===== config.mk =====
export PLATFORM = sky130hd
export DESIGN_NAME = ahb_lite_master
export DESIGN_NICKNAME = d
export VERILOG_FILES = /design/src/rtl/ahb_master_pkg.sv /design/src/rtl/ahb_wait_timer.sv /design/src/rtl/ahb_lite_master.sv
export SDC_FILE = /design/constraint.sdc
export NUM_CORES = 1
export LEC_CHECK = 0
export BUFFER_PORTS_ARGS = -buffer_cell sky130_fd_sc_hd__buf_4
export CAP_MARGIN = 20
export CORE_UTILIZATION = 44
export DETAILED_ROUTE_END_ITERATION = 16
export GPL_TIMING_DRIVEN = 1
export PLACE_DENSITY = 0.75
export SYNTH_ARGS = -nofsm -noshare
export SYNTH_HDL_FRONTEND = slang
export SYNTH_SLANG_ARGS = --single-unit

===== constraint.sdc =====
create_clock -name hclk -period 2.2 [get_ports hclk]
set_clock_uncertainty 0.2 [all_clocks]
set_input_delay 0.44 -clock hclk [delete_from_list [all_inputs] [get_ports hclk]]
set_output_delay 0.44 -clock hclk [all_outputs]
set_load 0.01 [all_outputs]

===== src/rtl/ahb_master_pkg.sv =====
// Shared types and constants for the AHB-Lite initiator: FSM encoding, default widths.
package ahb_master_pkg;

  typedef enum logic [1:0] {
    IDLE = 2'b00,
    ADDR = 2'b01,
    DATA = 2'b10,
    RESP = 2'b11
  } state_e;

  localparam int ADDR_W_DEF = 32;
  localparam int DATA_W_DEF = 32;
  localparam int XFER_CNT_W = 16;
  localparam int WAIT_CNT_W = 8;

endpackage


===== src/rtl/ahb_wait_timer.sv =====
// Data-phase wait counter: clear, count enabled wait cycles, flag the limit-th wait.
// expired_o is combinational on en_i so the caller can leave the data phase in that same cycle.
module ahb_wait_timer #(
  parameter int CNT_W = 8
) (
  input  logic             clk_i,
  input  logic             rst_i,
  input  logic             clr_i,
  input  logic             en_i,
  input  logic [CNT_W-1:0] limit_i,
  output logic             expired_o
);

  logic [CNT_W-1:0] cnt_q, cnt_d;

  always_comb begin
    cnt_d = cnt_q;
    if (clr_i) begin
      cnt_d = '0;
    end else if (en_i && (cnt_q != '1)) begin
      cnt_d = cnt_q + 1'b1;
    end
  end

  always_ff @(posedge clk_i) begin
    if (rst_i) begin
      cnt_q <= '0;
    end else begin
      cnt_q <= cnt_d;
    end
  end

  // cnt_q counts waits already taken, so this wait is number cnt_q+1
  assign expired_o = en_i && (cnt_q >= (limit_i - 1'b1));

endmodule


===== src/rtl/ahb_lite_master.sv =====
// AHB-Lite initiator: one valid/ready command -> ADDR, DATA (waits on hreadyout), RESP strobe; 3-cycle min latency.
// cmd_ready is high only in IDLE; optional data-phase watchdog under AHB_MASTER_TIMEOUT_EN.
module ahb_lite_master
  import ahb_master_pkg::*;
#(
  parameter int ADDR_W         = ADDR_W_DEF,
  parameter int DATA_W         = DATA_W_DEF,
  parameter int TIMEOUT_CYCLES = 16
) (
  input  logic                  hclk,
  input  logic                  hresetn,
  input  logic                  cmd_valid,
  output logic                  cmd_ready,
  input  logic                  cmd_write,
  input  logic [ADDR_W-1:0]     cmd_addr,
  input  logic [DATA_W-1:0]     cmd_wdata,
  output logic                  rsp_valid,
  output logic [DATA_W-1:0]     rsp_rdata,
  output logic                  rsp_err,
  output logic                  rsp_timeout,
  output logic [XFER_CNT_W-1:0] xfer_count,
  output logic                  hsel,
  output logic [ADDR_W-1:0]     haddr,
  output logic                  hwrite,
  output logic                  hready,
  output logic [DATA_W-1:0]     hwdata,
  input  logic                  hreadyout,
  input  logic                  hresp,
  input  logic [DATA_W-1:0]     hrdata
);

  localparam logic [WAIT_CNT_W-1:0] TO_LIMIT = WAIT_CNT_W'(TIMEOUT_CYCLES);

  state_e                  state_q, state_d;
  logic                    write_q, write_d;
  logic [ADDR_W-1:0]       addr_q, addr_d;
  logic [DATA_W-1:0]       wdata_q, wdata_d;
  logic                    cmd_ready_q, cmd_ready_d;
  logic                    rsp_valid_q, rsp_valid_d;
  logic [DATA_W-1:0]       rsp_rdata_q, rsp_rdata_d;
  logic                    rsp_err_q, rsp_err_d;
  logic                    rsp_timeout_q, rsp_timeout_d;
  logic [XFER_CNT_W-1:0]   xfer_count_q, xfer_count_d;
  logic                    hsel_q, hsel_d;
  logic [ADDR_W-1:0]       haddr_q, haddr_d;
  logic                    hwrite_q, hwrite_d;
  logic                    hready_q, hready_d;
  logic [DATA_W-1:0]       hwdata_q, hwdata_d;
  logic                    accept;
  logic                    in_xfer;
  logic                    timeout_hit;

  assign accept = (state_q == IDLE) && cmd_valid && cmd_ready_q;

`ifdef AHB_MASTER_TIMEOUT_EN
  logic wait_en;
  assign wait_en = (state_q == DATA) && !hreadyout;

  ahb_wait_timer #(
    .CNT_W (WAIT_CNT_W)
  ) u_wait_timer (
    .clk_i     (hclk),
    .rst_i     (hresetn),
    .clr_i     (accept),
    .en_i      (wait_en),
    .limit_i   (TO_LIMIT),
    .expired_o (timeout_hit)
  );
`else
  logic unused_cfg;
  assign unused_cfg  = ^TO_LIMIT;
  assign timeout_hit = 1'b0;
`endif

  always_comb begin
    state_d       = state_q;
    write_d       = write_q;
    addr_d        = addr_q;
    wdata_d       = wdata_q;
    rsp_rdata_d   = rsp_rdata_q;
    rsp_err_d     = rsp_err_q;
    rsp_timeout_d = rsp_timeout_q;
    xfer_count_d  = xfer_count_q;

    case (state_q)
      IDLE: begin
        if (accept) begin
          write_d = cmd_write;
          addr_d  = cmd_addr;
          wdata_d = cmd_wdata;
          state_d = ADDR;
        end
      end
      ADDR: state_d = DATA;
      DATA: begin
        if (hreadyout) begin
          rsp_err_d     = hresp;
          rsp_timeout_d = 1'b0;
          rsp_rdata_d   = write_q ? '0 : hrdata;
          xfer_count_d  = xfer_count_q + 1'b1;
          state_d       = RESP;
        end else if (timeout_hit) begin
          rsp_err_d     = 1'b1;
          rsp_timeout_d = 1'b1;
          rsp_rdata_d   = '0;
          xfer_count_d  = xfer_count_q + 1'b1;
          state_d       = RESP;
        end
      end
      RESP:    state_d = IDLE;
      default: state_d = IDLE;
    endcase

    // Outputs are registered, so they are decoded from the state being entered
    in_xfer     = (state_d == ADDR) || (state_d == DATA);
    cmd_ready_d = (state_d == IDLE);
    rsp_valid_d = (state_d == RESP);
    hsel_d      = in_xfer;
    hready_d    = in_xfer;
    haddr_d     = in_xfer ? addr_d : '0;
    hwrite_d    = in_xfer && write_d;
    hwdata_d    = ((state_d == DATA) && write_d) ? wdata_d : '0;
  end

  always_ff @(posedge hclk) begin
    if (hresetn) begin
      state_q       <= IDLE;
      write_q       <= 1'b0;
      addr_q        <= '0;
      wdata_q       <= '0;
      cmd_ready_q   <= 1'b0;
      rsp_valid_q   <= 1'b0;
      rsp_rdata_q   <= '0;
      rsp_err_q     <= 1'b0;
      rsp_timeout_q <= 1'b0;
      xfer_count_q  <= '0;
      hsel_q        <= 1'b0;
      haddr_q       <= '0;
      hwrite_q      <= 1'b0;
      hready_q      <= 1'b0;
      hwdata_q      <= '0;
    end else begin
      state_q       <= state_d;
      write_q       <= write_d;
      addr_q        <= addr_d;
      wdata_q       <= wdata_d;
      cmd_ready_q   <= cmd_ready_d;
      rsp_valid_q   <= rsp_valid_d;
      rsp_rdata_q   <= rsp_rdata_d;
      rsp_err_q     <= rsp_err_d;
      rsp_timeout_q <= rsp_timeout_d;
      xfer_count_q  <= xfer_count_d;
      hsel_q        <= hsel_d;
      haddr_q       <= haddr_d;
      hwrite_q      <= hwrite_d;
      hready_q      <= hready_d;
      hwdata_q      <= hwdata_d;
    end
  end

  assign cmd_ready   = cmd_ready_q;
  assign rsp_valid   = rsp_valid_q;
  assign rsp_rdata   = rsp_rdata_q;
  assign rsp_err     = rsp_err_q;
  assign rsp_timeout = rsp_timeout_q;
  assign xfer_count  = xfer_count_q;
  assign hsel        = hsel_q;
  assign haddr       = haddr_q;
  assign hwrite      = hwrite_q;
  assign hready      = hready_q;
  assign hwdata      = hwdata_q;

endmodule


* Word level (Yosys, flattened, before mapping)
Index checks and enable logic that the tools add are counted.
** Word-level totals
- Flip-flop bits (word level) :: 184
- Input bits :: 102
- Word-level logic and storage cells :: 42
** Operators by class
- $add $sub $neg :: 1
- Equality and inequality tests :: 6
- Multiplexer cells :: 10
- Bitwise operators :: 2
- Reduce and logical (&&, ||, !) cells :: 10
** Operators by type and width (count)
- 32-bit two-way mux :: 5
- 16-bit by 1-bit adder with 16-bit output, second input constant :: 1
- 2-bit equality test, second input constant :: 4
- 2-bit one-hot mux with 4 select lines :: 1
- 2-bit by 1-bit equality test with 1-bit output, second input constant :: 2
- 1-bit logical AND :: 4
- 2-bit zero test :: 2
- 2-bit two-way mux :: 2
- 2-bit OR reduction :: 2
- 1-bit two-way mux :: 2
- 1-bit inverter :: 2
- 2-bit AND reduction :: 1
- 1-bit logical OR :: 1

* Logic depth before layout (Yosys ltp)
Gate-level depths: netlist of the first run.
- Word-level depth :: 9
- Gate-level depth with buffers :: 10
- Gate-level depth less buffers :: 8

* Worst setup path after synthesis of the first run
OpenSTA, ideal clock, no wires.
- Kind :: reg-to-reg
- Start point :: register state_q[0]
- End point :: register haddr_q[10], in the netlist haddr[10]
- Setup time :: 0.128 ns
- Arrival :: 1.937 ns
- Data required time :: 1.872 ns
- Path slack :: -0.065 ns
- Cell stages (with the launch flop) :: 11
- Buffers on the path :: 2
- Clock period less this slack :: 2.265 ns
- Path through :: dfxtp_1 inv_1 ha_1 and3_1 o21ai_0 nand2_1 ha_1 nand2b_1 clkbuf_1 clkbuf_1 nor2_1
** On the way
- Word-level cells in the longest chain between the ends :: 9
** Ends and longest elaborated chain
- start: declaration :: RTL line ahb_lite_master.sv:34 : state_e state_q, state_d;
- start signal: assignment :: RTL line ahb_lite_master.sv:143 : state_q <= state_d;
- 2-bit zero test :: RTL line ahb_lite_master.sv:53, ahb_lite_master.sv:85
- 1-bit logical AND (2 in series) :: RTL line ahb_lite_master.sv:53 : assign accept = (state_q == IDLE) && cmd_valid && cmd_ready_q;
- 2-bit two-way mux :: RTL line ahb_lite_master.sv:87 : if (accept) begin
- 2-bit one-hot mux with 4 select lines (*) :: RTL line ahb_lite_master.sv:85 : case (state_q)
- 2-bit by 1-bit equality test with 1-bit output / 2-bit equality test (equally long branches) :: RTL line ahb_lite_master.sv:115 : in_xfer = (state_d == ADDR) || (state_d == DATA);
- 1-bit logical OR (*) :: RTL line ahb_lite_master.sv:115
- named net hready_d :: RTL line ahb_lite_master.sv:47 : logic hready_q, hready_d;
- 1-bit inverter (no source line) (*)
- 2-bit OR reduction (no source line) (*)
- end signal: assignment :: RTL line ahb_lite_master.sv:154 : haddr_q <= haddr_d;
- end: declaration :: RTL line ahb_lite_master.sv:45 : logic [ADDR_W-1:0] haddr_q, haddr_d;
Mark *: on every way through the listed nets, which the timed path passes. The rest lies on a longest branch.
A chain may end at the register's enable or synchronous reset.

* Final worst setup path of the first run
- Start point :: register state_q[0]
- End point :: register haddr_q[21], in the netlist haddr[21]
The elaborated chain is that of the path after synthesis.

==> out/metrics.cfg, run 1 <==
[status]
outcome = complete, no violations

[setup_path]
cp.depth = 9
arrival_ns = 2.23
start_kind = flip-flop
cp_common_cell = ha_1
path_cells = inv_1 > ha_1 > and3_1 > o21ai_2 > nand2_1 > ha_1 > nand2b_2 > clkbuf_16 > nor2_1
crit_path_end_kind = flip-flop
crit_family = adder cells
crit_fanout = 16
critical_path_class = flip-flop to flip-flop
path_buf_inv = 2
slowest_delay_ns = 0.35
reg2regPathDepth = 9
crit_slowest_cell = dfxtp_2
cp.required_ns = 2.31

[synth]
syn-num-nets = 713
yosysMostFrequentCell = dfxtp_1
ys_ff_latch = 184
yosysTopAreaCellShare_pct = 60.58
ys.flop_type = dfxtp_1
synth_area_leaders = dfxtp_1 (61%), nor2_1 (11%), mux2i_1 (11%)
netlist_instances = 606
syn_avg_cell_area_um2 = 10.03
yosys_warnings = 0
synthArstFlopShare_pct = 0
synth_commonest_cells = dfxtp_1 (184), nor2_1 (173), mux2i_1 (64)
synth_edf_count = 0
synthesis.area_um2 = 6081
yosysTopAreaCell = dfxtp_1
yosysSeqAreaShare_pct = 60.58
yosysUniqueCellTypes = 36

[grt]
antenna_found_initial = 0
grt_max_degree = 56
grt_pass1_vias = 4851
globalRouteOverflowTotal = 0
grt_pass1_wl_um = 22980
grt_usage_pct = 20.62

[clock_tree]
cts_buffers = 17
h-tree-depth = 4
cts_buffer_depth = 2
cts_root_buf = clkbuf_16
clkTransAtPathRegs_ns = 0.07
worstSkewPairLatency_ns = 0.42
hold_buffers = 0
cts_sinks = 184
cts_setup_buffers = 0
cts_tree = done

[die]
die_area_um2 = 14290
die_h_um = 119.6
initial_core_util_pct = 45.56
coreArea_um2 = 13350
io_pins = 221
num_rows = 42
die_w_um = 119.6

[routing]
ant_nets = 0
first_pass_iters = 4
viasPerCell = 4.827
drtIter0Drc = 223
drc_errors = 0
post_drt_wl_per_cell_um = 14.49
wl_um = 14610
via_count = 4866

[final_layout]
syn2layout_area_growth_pct = 40.95
n_fill_cell = 1091
diodes = 0
drive_gt1_share_pct = 33.41
nNetsFinal = 926
instances_no_fill = 1008

[timing]
slew_headroom_pct = 62.09
hold_viol = 0
period_share_pct = 96.39
max_freq_mhz = 471.6
period_needed_ns = 2.121
timing.hold.ws_ns = 0.04001
maxSlewViolCount = 0
setup-violations-final = 0
tightest_slew_ns = 0.5686

[power_and_ir_drop]
vdd_ir_drop_max_mv = 0.5094
finalPower_w = 0.008994
power_density_nw_per_um2 = 1049
leakage_nw = 4.084

[placement]
hpwlAfterDp_um = 10210
place.gp.congestion = 0.7347
dp_cells = 975
port_buffers = 219

[min_path]
holdPathStages = 2
hold_class = input port to flip-flop

[flow_run]
maxCapViolations = 0

logic make-up after synthesis:
logic type	synth area share, %
AO/OA/AOI/OAI	4.342
XOR/XNOR	1.152
adder cells (fa/ha/maj)	1.029
buffers and inverters	3.189
flip-flops	60.58
multiplexers	10.91
other	0.06167
AND/OR/NAND/NOR	18.74
worst register-to-register path, cell delays in order (launching register included):
cell and delay, ns:
dfxtp_2 0.35, inv_1 0.08, ha_1 0.25, and3_1 0.19, o21ai_2 0.14, nand2_1 0.09, ha_1 0.31, nand2b_2 0.14
clkbuf_16 0.20, nor2_1 0.05
report_power, final:
part | switching [W] | internal [W] | total, W | leakage, nW
registers | 0.000148 | 0.00372 | 0.00386 | 1.49
clock network | 0.00128 | 0.00167 | 0.00295 | 0.286
logic | 0.00115 | 0.00103 | 0.00218 | 2.31
timing repair:
item / CTS / global route
resized for setup: 1 / 3
cloned: 0 / 1
pin swaps: 0 / 0
endpoints found under the setup margin: 2 / 33
placed cells by master (no fill, tap or decap), types with 2 or more instances in the layout:
cell	Yosys	final
clkinv_2	0	2
mux2i_1	64	64
nand3_1	8	7
nor2_1	173	173
buf_4	2	229
mux2_2	2	2
nor2b_1	5	5
inv_1	4	4
dfxtp_1	184	183
or3_2	2	2
clkbuf_8	0	3
nor3_1	4	4
xnor2_1	3	3
buf_12	0	5
and4_1	2	2
clkbuf_16	0	18
a21oi_1	40	40
xor2_1	5	5
o21ai_0	4	3
clkinv_4	0	3
nand4_1	4	4
ha_1	5	5
inv_6	0	3
nand2_1	9	8
nor3b_1	32	32
routing by layer:
metal	track usage (%)	share of wire [%]
met1	24.05	41
met2	35.01	50
met3	6.321	6.9
met4	8.594	1.9
met5	0	0
path summary, 6_finish.rpt:
kind                         start                          to  slack [ns]
max          state_q[0]$_SDFF_PP0_        haddr[21]$_SDFF_PP0_        0.08
min                        hresetn  rsp_rdata[31]$_SDFFE_PP0P_        0.04
max reg2reg  state_q[0]$_SDFF_PP0_        haddr[21]$_SDFF_PP0_        0.08
min reg2reg   rsp_err$_SDFFE_PP0P_        rsp_err$_SDFFE_PP0P_        0.27
sequential cells by signal (all words and copies together), names as in the netlist:
register,count
hready,1
wdata_q,32
hwrite,1
haddr,32
rsp_valid,1
state_q,2
hwdata,32
cmd_ready,1
addr_q,32
rsp_err,1
write_q,1
xfer_count,16
rsp_rdata,32
final cells by class:
| cell class | instances | area (µm²) | area share (%) |
|---|---|---|---|
| Inverter | 4 | 15.01 | 0.1752 |
| Clock inverter | 11 | 111.4 | 1.299 |
| Clock buffer | 21 | 470.5 | 5.489 |
| Tap cell | 176 | 220.2 | 2.569 |
| Multi-Input combinational cell | 377 | 2225 | 25.96 |
| Timing Repair Buffer | 235 | 1844 | 21.52 |
| Sequential cell | 184 | 3685 | 42.99 |
through the flow:
step	instance area (µm²)	TNS, ns	setup slack [ns]	utilization (%)
after floorplan	6081	-1.910	-0.06453	-
final	8571	0	0.07942	64.21
after detailed placement	7956	0	0.01450	59.61
after CTS	8538	0	0.05369	63.97
after global placement	7956	0	0.09790	59.61
after global routing	8571	-0.2379	-0.02476	64.21
Note: power is estimated with default switching activity, not from simulation.
==> run 2: changes to the inputs <==
--- a/config.mk
+++ b/config.mk
@@ -10,6 +10,7 @@
 export CORE_UTILIZATION = 44
 export DETAILED_ROUTE_END_ITERATION = 16
 export GPL_TIMING_DRIVEN = 1
+export MAX_ROUTING_LAYER = met4
 export PLACE_DENSITY = 0.75
 export SYNTH_ARGS = -nofsm -noshare
 export SYNTH_HDL_FRONTEND = slang
==> run 2 against run 1 <==
  * Sequential power barely moved
  * Clock-buffer cell count did not move
  * Highest routed layer unchanged
  * Die area did not move
==> out/metrics.cfg, run 2 (same netlist as run 1, synthesis figures left out) <==
[clock_tree]
worstSkewPairLatency_ns = 0.42  ; about the same
cts_root_buf = clkbuf_16
cts_buffer_depth = 2  ; unchanged
cts_buffers = 17  ; unchanged
h-tree-depth = 4  ; unchanged
hold_buffers = 0  ; unchanged
cts_tree = done
cts_sinks = 184  ; unchanged
clkTransAtPathRegs_ns = 0.07  ; about the same

[setup_path]
worstReg2RegEnd = haddr[31]$_SDFF_PP0_
crit_slowest_cell = dfxtp_2
path_buf_inv = 2  ; unchanged
slowest_delay_ns = 0.35  ; about the same
critical_path_class = flip-flop to flip-flop
cp.required_ns = 2.31  ; about the same
crit_family = adder cells
reg2regPathDepth = 9  ; unchanged
crit_fanout = 16  ; unchanged
arrival_ns = 2.23  ; about the same
path_cells = inv_1 > ha_1 > and3_1 > o21ai_2 > nand2_1 > ha_1 > nand2b_2 > clkbuf_16 > nor2_1
startpoint = state_q[0]$_SDFF_PP0_
cp_common_cell = ha_1
cp.depth = 9  ; unchanged
critPathCapture = haddr[31]$_SDFF_PP0_
ff2ff_setup_slack_ns = 0.08  ; about the same
start_kind = flip-flop
crit_path_end_kind = flip-flop
r2r_start = state_q[0]$_SDFF_PP0_

[final_layout]
syn2layout_area_growth_pct = 40.95  ; unchanged
drive_gt1_share_pct = 33.41  ; unchanged
diodes = 0  ; unchanged
instances_no_fill = 1008  ; unchanged
nNetsFinal = 926  ; unchanged
mostFrequentLayoutCells = buf_4 (229), dfxtp_1 (183), nor2_1 (173)
post-route-util_pct = 64.21  ; unchanged
n_fill_cell = 1093  ; +0.18%
final_common_cell = buf_4
fin_area_um2 = 8571  ; unchanged

[placement]
place.gp.congestion = 0.7437  ; +1.2%
hpwlAfterDp_um = 10210  ; unchanged
dp_cells = 975  ; unchanged
pre_cts_slack_ns = 0.01450  ; unchanged
placed_area_um2 = 7956  ; unchanged
port_buffers = 219  ; unchanged

[routing]
post_drt_wl_per_cell_um = 14.55  ; +0.42%
viasPerCell = 4.847  ; +0.41%
via_count = 4886  ; +0.41%
first_pass_iters = 4  ; unchanged
drtIter0Drc = 242  ; +8.5%
ant_nets = 0  ; unchanged
drc_errors = 0  ; unchanged
wl_um = 14670  ; +0.42%

[die]
die_w_um = 119.6  ; unchanged
die_area_um2 = 14290  ; unchanged
initial_core_util_pct = 45.56  ; unchanged
die_h_um = 119.6  ; unchanged
coreArea_um2 = 13350  ; unchanged
io_pins = 221  ; unchanged
num_rows = 42  ; unchanged

[grt]
antenna_found_initial = 0  ; unchanged
grt_pass1_vias = 4866  ; +0.31%
grt_pass1_wl_um = 22910  ; -0.30%
grt_usage_pct = 21.18  ; +0.56 points
globalRouteOverflowTotal = 0  ; unchanged
grt_max_degree = 56  ; unchanged

[timing]
period_share_pct = 96.33  ; about the same
finalSetupTns_ns = 0  ; unchanged
hold_viol = 0  ; unchanged
period_needed_ns = 2.119  ; -0.001395 ns
max_freq_mhz = 471.9  ; about the same
maxSlewViolCount = 0  ; unchanged
setup_slack_ns = 0.08082  ; +0.001395 ns
setup-violations-final = 0  ; unchanged
tightest_slew_ns = 0.5663  ; -0.002296 ns
slew_headroom_pct = 62.25  ; +0.15 points

[power_and_ir_drop]
leakage_nw = 4.084  ; unchanged
vdd_ir_drop_max_mv = 0.5099  ; about the same
power_density_nw_per_um2 = 1049  ; about the same

[min_path]
hold_class = input port to flip-flop

[status]
outcome = complete, no violations

[flow_run]
maxCapViolations = 0  ; unchanged

run 2: cell counts in the layout (fill, tap and decap cells not counted):
No cell type changed its count.
run 2: where the power goes:
part	total, W	switching, W	internal, W
registers	0.00386	0.000148	0.00372
clock network	0.00295	0.00128	0.00167
logic	0.00218	0.00115	0.00103
total	0.00899	0.00257	0.00641
run 2: worst min path at each step:
| stage | slack (ns) | from | depth (start not counted) | endpoint |
|---|---|---|---|---|
| after floorplan | 0.26 | addr_q[0]$_SDFF_PP0_ | 2 | addr_q[0]$_SDFF_PP0_ |
| after global placement | 0.25 | rsp_err$_SDFFE_PP0P_ | 2 | rsp_err$_SDFFE_PP0P_ |
| after detailed placement | 0.27 | rsp_err$_SDFFE_PP0P_ | 2 | rsp_err$_SDFFE_PP0P_ |
| after CTS | 0.03 | hresetn | 2 | rsp_rdata[31]$_SDFFE_PP0P_ |
| after global routing | 0.04 | hresetn | 2 | rsp_rdata[31]$_SDFFE_PP0P_ |
| final | 0.04 | hresetn | 2 | rsp_rdata[31]$_SDFFE_PP0P_ |
run 2: routing by layer:
| metal | wire [µm] | part of all wire [%] | track usage [%] | up-vias |
|---|---|---|---|---|
| met1 | 6048 | 41 | 24.54 | 2287 |
| li1 | - | - | - | 2416 |
| met5 | 0 | 0 | - | - |
| met2 | 7504 | 51 | 35.04 | 166 |
| met3 | 863 | 5.9 | 5.371 | 17 |
| met4 | 255 | 1.7 | 8.594 | 0 |
run 2: cell type report:
type                    count  area [µm²]  area share, %
multi-input cells         377        2225          25.96
flip-flops and latches    184        3685          42.99
inverters                   4       15.01         0.1752
repair buffers            235        1844          21.52
well taps                 176       220.2          2.569
clock inverters            11       111.4          1.299
clock buffers              21       470.5          5.489
run 2: per-stage QoR:
step / hold WS [ns] / total power (W)
after floorplan: 0.2599 / 0.005157
after global placement: 0.2487 / 0.005912
after detailed placement: 0.2658 / 0.006001
after CTS: 0.02640 / 0.008953
after global routing: 0.03988 / 0.009439
final: 0.03965 / 0.008987
run 2: worst register-to-register path, stage by stage, from the launching register on:
cell and delay [ns]:
dfxtp_2 0.35, inv_1 0.08, ha_1 0.24, and3_1 0.19, o21ai_2 0.14, nand2_1 0.09, ha_1 0.31, nand2b_2 0.14
clkbuf_16 0.20, nor2_1 0.06
run 2: timing repair:
item | in CTS | in global routing
endpoints found under the setup margin | 2 | 33
cloned | 0 | 1
buffers inserted | 0 | 0
resized for setup | 1 | 3
